$ cat src/rtl/pe_arb_pkg.sv
// Shared types and constants for the PE output arbiter.
package pe_arb_pkg;

  typedef enum logic {
    OUT_EMPTY,
    OUT_FULL
  } out_state_t;

  typedef enum logic [1:0] {
    GNT_NONE,
    GNT_L0,
    GNT_L1
  } grant_t;

  localparam logic SRC_L0 = 1'b0;
  localparam logic SRC_L1 = 1'b1;

endpackage

$ cat src/rtl/pe_arb_starve_ctr.sv
// Starvation guard for the secondary requester (L1) of the PE output arbiter.
// Counts consecutive L0 grants taken while L1 is waiting and raises 'starve'
// once STARVE_LIMIT of them have happened, so the next contended grant goes to L1.
module pe_arb_starve_ctr #(
  parameter int unsigned STARVE_LIMIT = 4
) (
  input  logic clk,
  input  logic rst,
  input  logic l0_win,
  input  logic l1_win,
  input  logic l1_valid,
  output logic starve
);

  localparam int unsigned CW = $clog2(STARVE_LIMIT + 1);
  localparam logic [CW-1:0] LIMIT = CW'(STARVE_LIMIT);

  logic [CW-1:0] starve_cnt;

  // Count L0 wins while L1 waits; restart whenever L1 is served or stops asking.
  // NOTE: sequential state uses non-blocking (<=) so every flop samples pre-edge values.
  always_ff @(posedge clk) begin
    if (rst) begin
      starve_cnt <= '0;
    end else if (l1_win || !l1_valid) begin
      starve_cnt <= '0;
    end else if (l0_win && (starve_cnt != LIMIT)) begin
      starve_cnt <= starve_cnt + CW'(1);
    end
  end

  assign starve = l1_valid && (starve_cnt == LIMIT);

endmodule

$ cat src/rtl/pe_out_arbiter.sv
// Two-requester arbiter for the PE output path with a one-entry registered
// output stage. L0 has priority; L1 is protected from starvation when the
// design is built with PE_ARB_STARVE_GUARD_EN defined, otherwise strict priority.
module pe_out_arbiter
  import pe_arb_pkg::*;
#(
  parameter int unsigned WIDTH        = 8,
  parameter int unsigned STARVE_LIMIT = 4
) (
  input  logic             clk,
  input  logic             rst,
  input  logic [WIDTH-1:0] L0_data,
  input  logic             L0_valid,
  output logic             L0_ready,
  input  logic [WIDTH-1:0] L1_data,
  input  logic             L1_valid,
  output logic             L1_ready,
  output logic [WIDTH-1:0] R_data,
  output logic             R_valid,
  output logic             R_src,
  input  logic             R_ready
);

  out_state_t state;
  grant_t     grant;
  logic       load_en;
  logic       starve;

  // The output register can take a new word when empty or when it drains this cycle.
  assign load_en = (state == OUT_EMPTY) || R_ready;

  // Pick the winner for this cycle; nobody is granted while in reset.
  // NOTE: grant gets a default first so no path leaves it unassigned (no latch).
  always_comb begin
    grant = GNT_NONE;
    if (!rst && load_en) begin
      if (L0_valid && (!L1_valid || !starve)) begin
        grant = GNT_L0;
      end else if (L1_valid) begin
        grant = GNT_L1;
      end
    end
  end

  assign L0_ready = (grant == GNT_L0);
  assign L1_ready = (grant == GNT_L1);

`ifdef PE_ARB_STARVE_GUARD_EN
  pe_arb_starve_ctr #(
    .STARVE_LIMIT(STARVE_LIMIT)
  ) u_starve_ctr (
    .clk     (clk),
    .rst     (rst),
    .l0_win  (grant == GNT_L0),
    .l1_win  (grant == GNT_L1),
    .l1_valid(L1_valid),
    .starve  (starve)
  );
`else
  // Strict priority: L1 only wins when L0 is idle.
  assign starve = 1'b0;
`endif

  // Output stage: load the winner, hold under backpressure, empty when drained.
  // NOTE: the payload register is reset too, because R_data must read 0 after reset.
  always_ff @(posedge clk) begin
    if (rst) begin
      state  <= OUT_EMPTY;
      R_data <= '0;
      R_src  <= SRC_L0;
    end else begin
      case (state)
        OUT_EMPTY: begin
          if (grant != GNT_NONE) state <= OUT_FULL;
        end
        OUT_FULL: begin
          if (R_ready && (grant == GNT_NONE)) state <= OUT_EMPTY;
        end
        default: state <= OUT_EMPTY;
      endcase
      if (grant == GNT_L0) begin
        R_data <= L0_data;
        R_src  <= SRC_L0;
      end else if (grant == GNT_L1) begin
        R_data <= L1_data;
        R_src  <= SRC_L1;
      end
    end
  end

  assign R_valid = (state == OUT_FULL);

  // Legal starvation limits are 1..255.
  assert property (@(posedge clk) (STARVE_LIMIT >= 1) && (STARVE_LIMIT <= 255));

endmodule

$ cat config.mk
export PLATFORM = sky130hd
export DESIGN_NAME = pe_out_arbiter
export DESIGN_NICKNAME = d
export VERILOG_FILES = /design/src/rtl/pe_arb_pkg.sv /design/src/rtl/pe_arb_starve_ctr.sv /design/src/rtl/pe_out_arbiter.sv
export SDC_FILE = /design/constraint.sdc
export NUM_CORES = 1
export LEC_CHECK = 0
export CORE_MARGIN = 2
export CORE_UTILIZATION = 25
export CTS_CLUSTER_SIZE = 8
export DETAILED_ROUTE_END_ITERATION = 8
export GPL_TIMING_DRIVEN = 0
export SLEW_MARGIN = 20
export SYNTH_ARGS = -nofsm -noshare
export SYNTH_HDL_FRONTEND = slang
export SYNTH_SLANG_ARGS = --single-unit
$ cat constraint.sdc
create_clock -name clk -period 2.7 [get_ports clk]
set_input_delay 0.81 -clock clk [delete_from_list [all_inputs] [get_ports clk]]
set_output_delay 0.81 -clock clk [all_outputs]
set_load 0.01 [all_outputs]
# Yosys cells after proc, flatten, opt, wreduce, memory -nomap -nowiden
# Cells that the tools add are included.
[totals]
reg_bits = 10
in_bits = 21
out_inout_bits = 12
wordCells = 22
[op_classes]
eq_ne = 2
muxes = 8
bitwise = 1
reduce_logical = 8
[ops]
columns = ["operator", "count"]
rows = [
  ["$mux 8", 2],
  ["$mux 2", 3],
  ["$reduce_bool 2->1", 2],
  ["$eq 2x1->1 const B", 1],
  ["$eq 2x2->1 const B", 1],
  ["$logic_and 1x1->1", 2],
  ["$logic_not 2->1", 1],
  ["$mux 1", 2],
  ["$pmux 1 s2", 1],
  ["$reduce_or 2->1", 1],
  ["$logic_not 1->1", 1],
  ["$logic_or 1x1->1", 1],
  ["$not 1->1", 1],
]

# Logic depth before layout (Yosys ltp)
[depth]
ltp_word = 8
ltp_mapped = 7
depth_no_buf = 5

# Worst setup path after synthesis
# No wires, ideal clock.
[synth_path]
path_kind = "input-to-output"
start = "input port rst"
end = "output port L0_ready"
arrival_ns = 1.392
required_time_ns = 1.890
slack_ns = 0.498
path_stages = 3
n_path_buf = 1
path_cell_list = "buf_2 -> nor3_1 -> ha_1"
[synth_via]
elab_chain_len = 4
[synth_rtl]
columns = ["element", "line", "text"]
rows = [
  ["from (decl)", "pe_out_arbiter.sv:11", "input logic rst,"],
  ["$logic_not 1->1", "pe_out_arbiter.sv:36", "if (!rst && load_en) begin"],
  ["$logic_and 1x1->1", "pe_out_arbiter.sv:36", ""],
  ["$mux 2", "pe_out_arbiter.sv:36", ""],
  ["$eq 2x1->1", "pe_out_arbiter.sv:45", "assign L0_ready = (grant == GNT_L0);"],
  ["to (decl)", "pe_out_arbiter.sv:14", "output logic L0_ready,"],
]
# No other way between the ends.

# Final worst setup path
[layout_path]
start = "input port L1_valid"
end = "output port L1_ready"
[layout_via]
elab_chain_len = 4
[layout_rtl]
columns = ["element", "line", "text"]
rows = [
  ["from (decl)", "pe_out_arbiter.sv:16", "input logic L1_valid,"],
  ["$mux 2", "pe_out_arbiter.sv:39", "end else if (L1_valid) begin"],
  ["$mux 2", "pe_out_arbiter.sv:37", "if (L0_valid && (!L1_valid || !starve)) begin"],
  ["$mux 2", "pe_out_arbiter.sv:36", ""],
  ["$eq 2x2->1", "pe_out_arbiter.sv:46", "assign L1_ready = (grant == GNT_L1);"],
  ["to (decl)", "pe_out_arbiter.sv:17", "output logic L1_ready,"],
]
# No other way between the ends.

==> results.md <==
- Fin Setup TNS: 0 ns
- Commonest non-fill, non-tap cell in the layout: clkdlybuf4s50_1
- Syn Inst Count: 52
- Post-Synth XOR/XNOR Area: 0%
- RSZ-0062 raised after global routing: false
- Family with the most delay on the worst path: buffers and inverters
- Compound-cell area share of the yosys netlist: 13.8%
- Total number of yosys warnings: 0
- Slew headroom: 88.6%
- CTS max path bufs: 2
- Vias in the first global route: 503
- Fin. max-slew vios: 0
- Via-per-instance ratio: 4.33
- Post-DP HPWL: 943 um
- P_sw: 107 uW
- Layout Cells excl Fill: 120
- Placed cells: 111
- Int Pwr: 324 uW
- Leading register cell type out of synthesis: dfxtp_1
- Arr. time, crit path: 1.76 ns
- CTS Buf Count: 3
- Clk_lat worst skew: 0.26 ns
- Clock share of power: 30.9%
- CP bufs+invs: 2
- Starting utilization of the core area: 26.1%
- Required time of the worst setup path: 1.89 ns
- IO Count: 33
- Worst-Margin Slew: 0.167 ns
- Share of cells above drive strength 1: 22.6%
- Max FO, Critical Path: 2
- Post-Route Utilization: 49.7%
- Adder-cell share of the synthesized area: 7.41%
- Core box area: 0.00194 mm^2
- Critical-path cell list: clkdlybuf4s50_1 -> and4_1 -> ha_2 -> buf_6
- Post-synth design cell area: 507 um^2
- Synth unique cells: 17
- Simple-Gate Fraction of Synth Area: 15.1%
- Synth async-reset ratio: 0%
- Pwr dens: 447 mW/mm^2
- Fin crit share: 95.2%
- H-tree Lvls: 1
- #FFs+latches synth: 10
- P&R area growth vs syn: 90.4%
- CTS tree: done
- 1st-pass router iterations: 2
- Rows: 16
- Hold Path Depth: 2
- Main combinational cell family by area after synthesis: multiplexers
- Worst R2R Path Depth: 8
- Switching power share of the total: 24.9%
- Sequential share of the synthesized area: 39.5%
- Area after DPL: 861 um^2
- Crit-path slowest cell: clkdlybuf4s50_1
- DRT Wirelength: 1300 um
- Total number of vias: 520
- Cell area after layout: 965 um^2
- # DRC: 0
- Worst Clk Skew: 0.00472 ns
- F_max: 389 MHz
- CP endpoint kind: output pin
- Diode count: 0
- Die area: 0.00240 mm^2
- Clock root cell: clkbuf_4
- Port bufs: 32
- RD Place Congestion: 0.676
- Status: finished, final reports clean
- Clock transition at path regs: 0.07 ns
- Critical Path Stages: 4
- Avg Synthesized Cell Area: 9.74 um^2
- Synthesized Nets: 76
- Final ANT Viol Nets: 0
- Tmin final: 2.57 ns
- Total GRT Usage: 12.0%
- Slowest stage delay, CP: 0.48 ns
- Pre-CTS WS: -0.539 ns
- Iter 0 DRT Violations: 1
- Maxcap violations: 0
- Setup violators final: 0
- Final WS setup: 0.129 ns
- Die Height: 49.0 um
- Sequential power share: 39.0%
- Largest net degree at the start of global routing: 11
- Critical path type: input pin to output pin
- Initial antenna violation count: 0
- Average wire per standard cell: 10.9 um
- Leak Pwr: 0.000393 uW
- Most frequent cells in the layout: clkdlybuf4s50_1, dfxtp_1, nor2_1
- Post-synth EDFFs: 0
- Fin. Hold Viols: 0
- # clock sinks: 10
- Setup crit start kind: input pin
- Comb power frac: 30.0%
- Die W: 49.0 um
- Total gr overflow: 0
- Layout Nets: 118
- First-pass GRT wire length: 2220 um
- VDD IR max: 0.235 mV
- Worst hold path class: flip-flop to flip-flop
- Hold-fix buffers, CTS: 0
- Post-synthesis mux area share: 15.8%
-- kinds of logic after synthesis --
kind of cell / Yosys count
AOI/OAI and AO/OA: 9
muxes: 8
adders and majority gates: 3
DFF: 10
buffers and inverters: 6
and+or+nand+nor: 16
-- cells in the mapped netlist (2+ instances only) --
cell type / instances / area share (%)
a211oi_1: 7 / 10
buf_6: 2 / 4.4
dfxtp_1: 10 / 40
ha_1: 3 / 7.4
inv_1: 2 / 1.5
mux2i_1: 8 / 16
nor2_1: 9 / 6.7
nor3_1: 2 / 2.0
-- stage by stage --
step | hold slack [ns] | power, uW
CTS | 0.486 | 437
global route | 0.502 | 462
detailed placement | 0.476 | 294
global placement | 0.470 | 292
floorplan | 0.505 | 226
finish | 0.486 | 431
-- repair_timing --
item                       CTS  global route
gates cloned                 0             0
pin swaps                    3             1
setup buffers                3             2
setup endpoints to repair    2             2
resized for setup           17             3
-- power by group through the flow --
stage	Clock [uW]	Combinational (uW)	Sequential, uW
global route	150	142	170
finish	133	130	168
floorplan	0	48.5	178
global placement	0	121	171
detailed placement	0	123	171
CTS	140	129	168
-- state kept, by name (all words and copies together), names as in the netlist --
| signal | flops |
|---|---|
| R_src | 1 |
| R_valid | 1 |
| R_data | 8 |
-- worst register-to-register path, stage by stage, from the launching register on --
cell and delay (ns):
dfxtp_1 0.39, nor2b_1 0.18, nor3_2 0.05, ha_2 0.19, buf_4 0.12, buf_4 0.12
buf_6 0.14, mux2i_1 0.12, a211oi_1 0.23
-- final timing paths --
kind              from   endpoint  slack, ns
min          R_data[3]  R_data[3]       0.49
max reg2reg    R_valid  R_data[1]       1.08
max           L1_valid   L1_ready       0.13
min reg2reg  R_data[3]  R_data[3]       0.49
-- per-layer routing --
metal  share of wire, %  up-vias  track usage [%]  wire, um
met4                1.3        0             4.29        17
met5                  0        -                0         0
met2                 48       23             20.1       621
met3                7.4        2             5.52        97
li1                   -      266                -         -
met1                 44      229             13.3       568
-- area by class of cell --
type                       count  area [um^2]
timing repair buffer          37          364
buffer                         4         41.3
fill                         199          977
sequential                    10          200
clock buffer                   4         36.3
multi-input combinational     36          282
inverter                       2         7.51
tap                           27         33.8
Power figures use the tool's default switching activity.
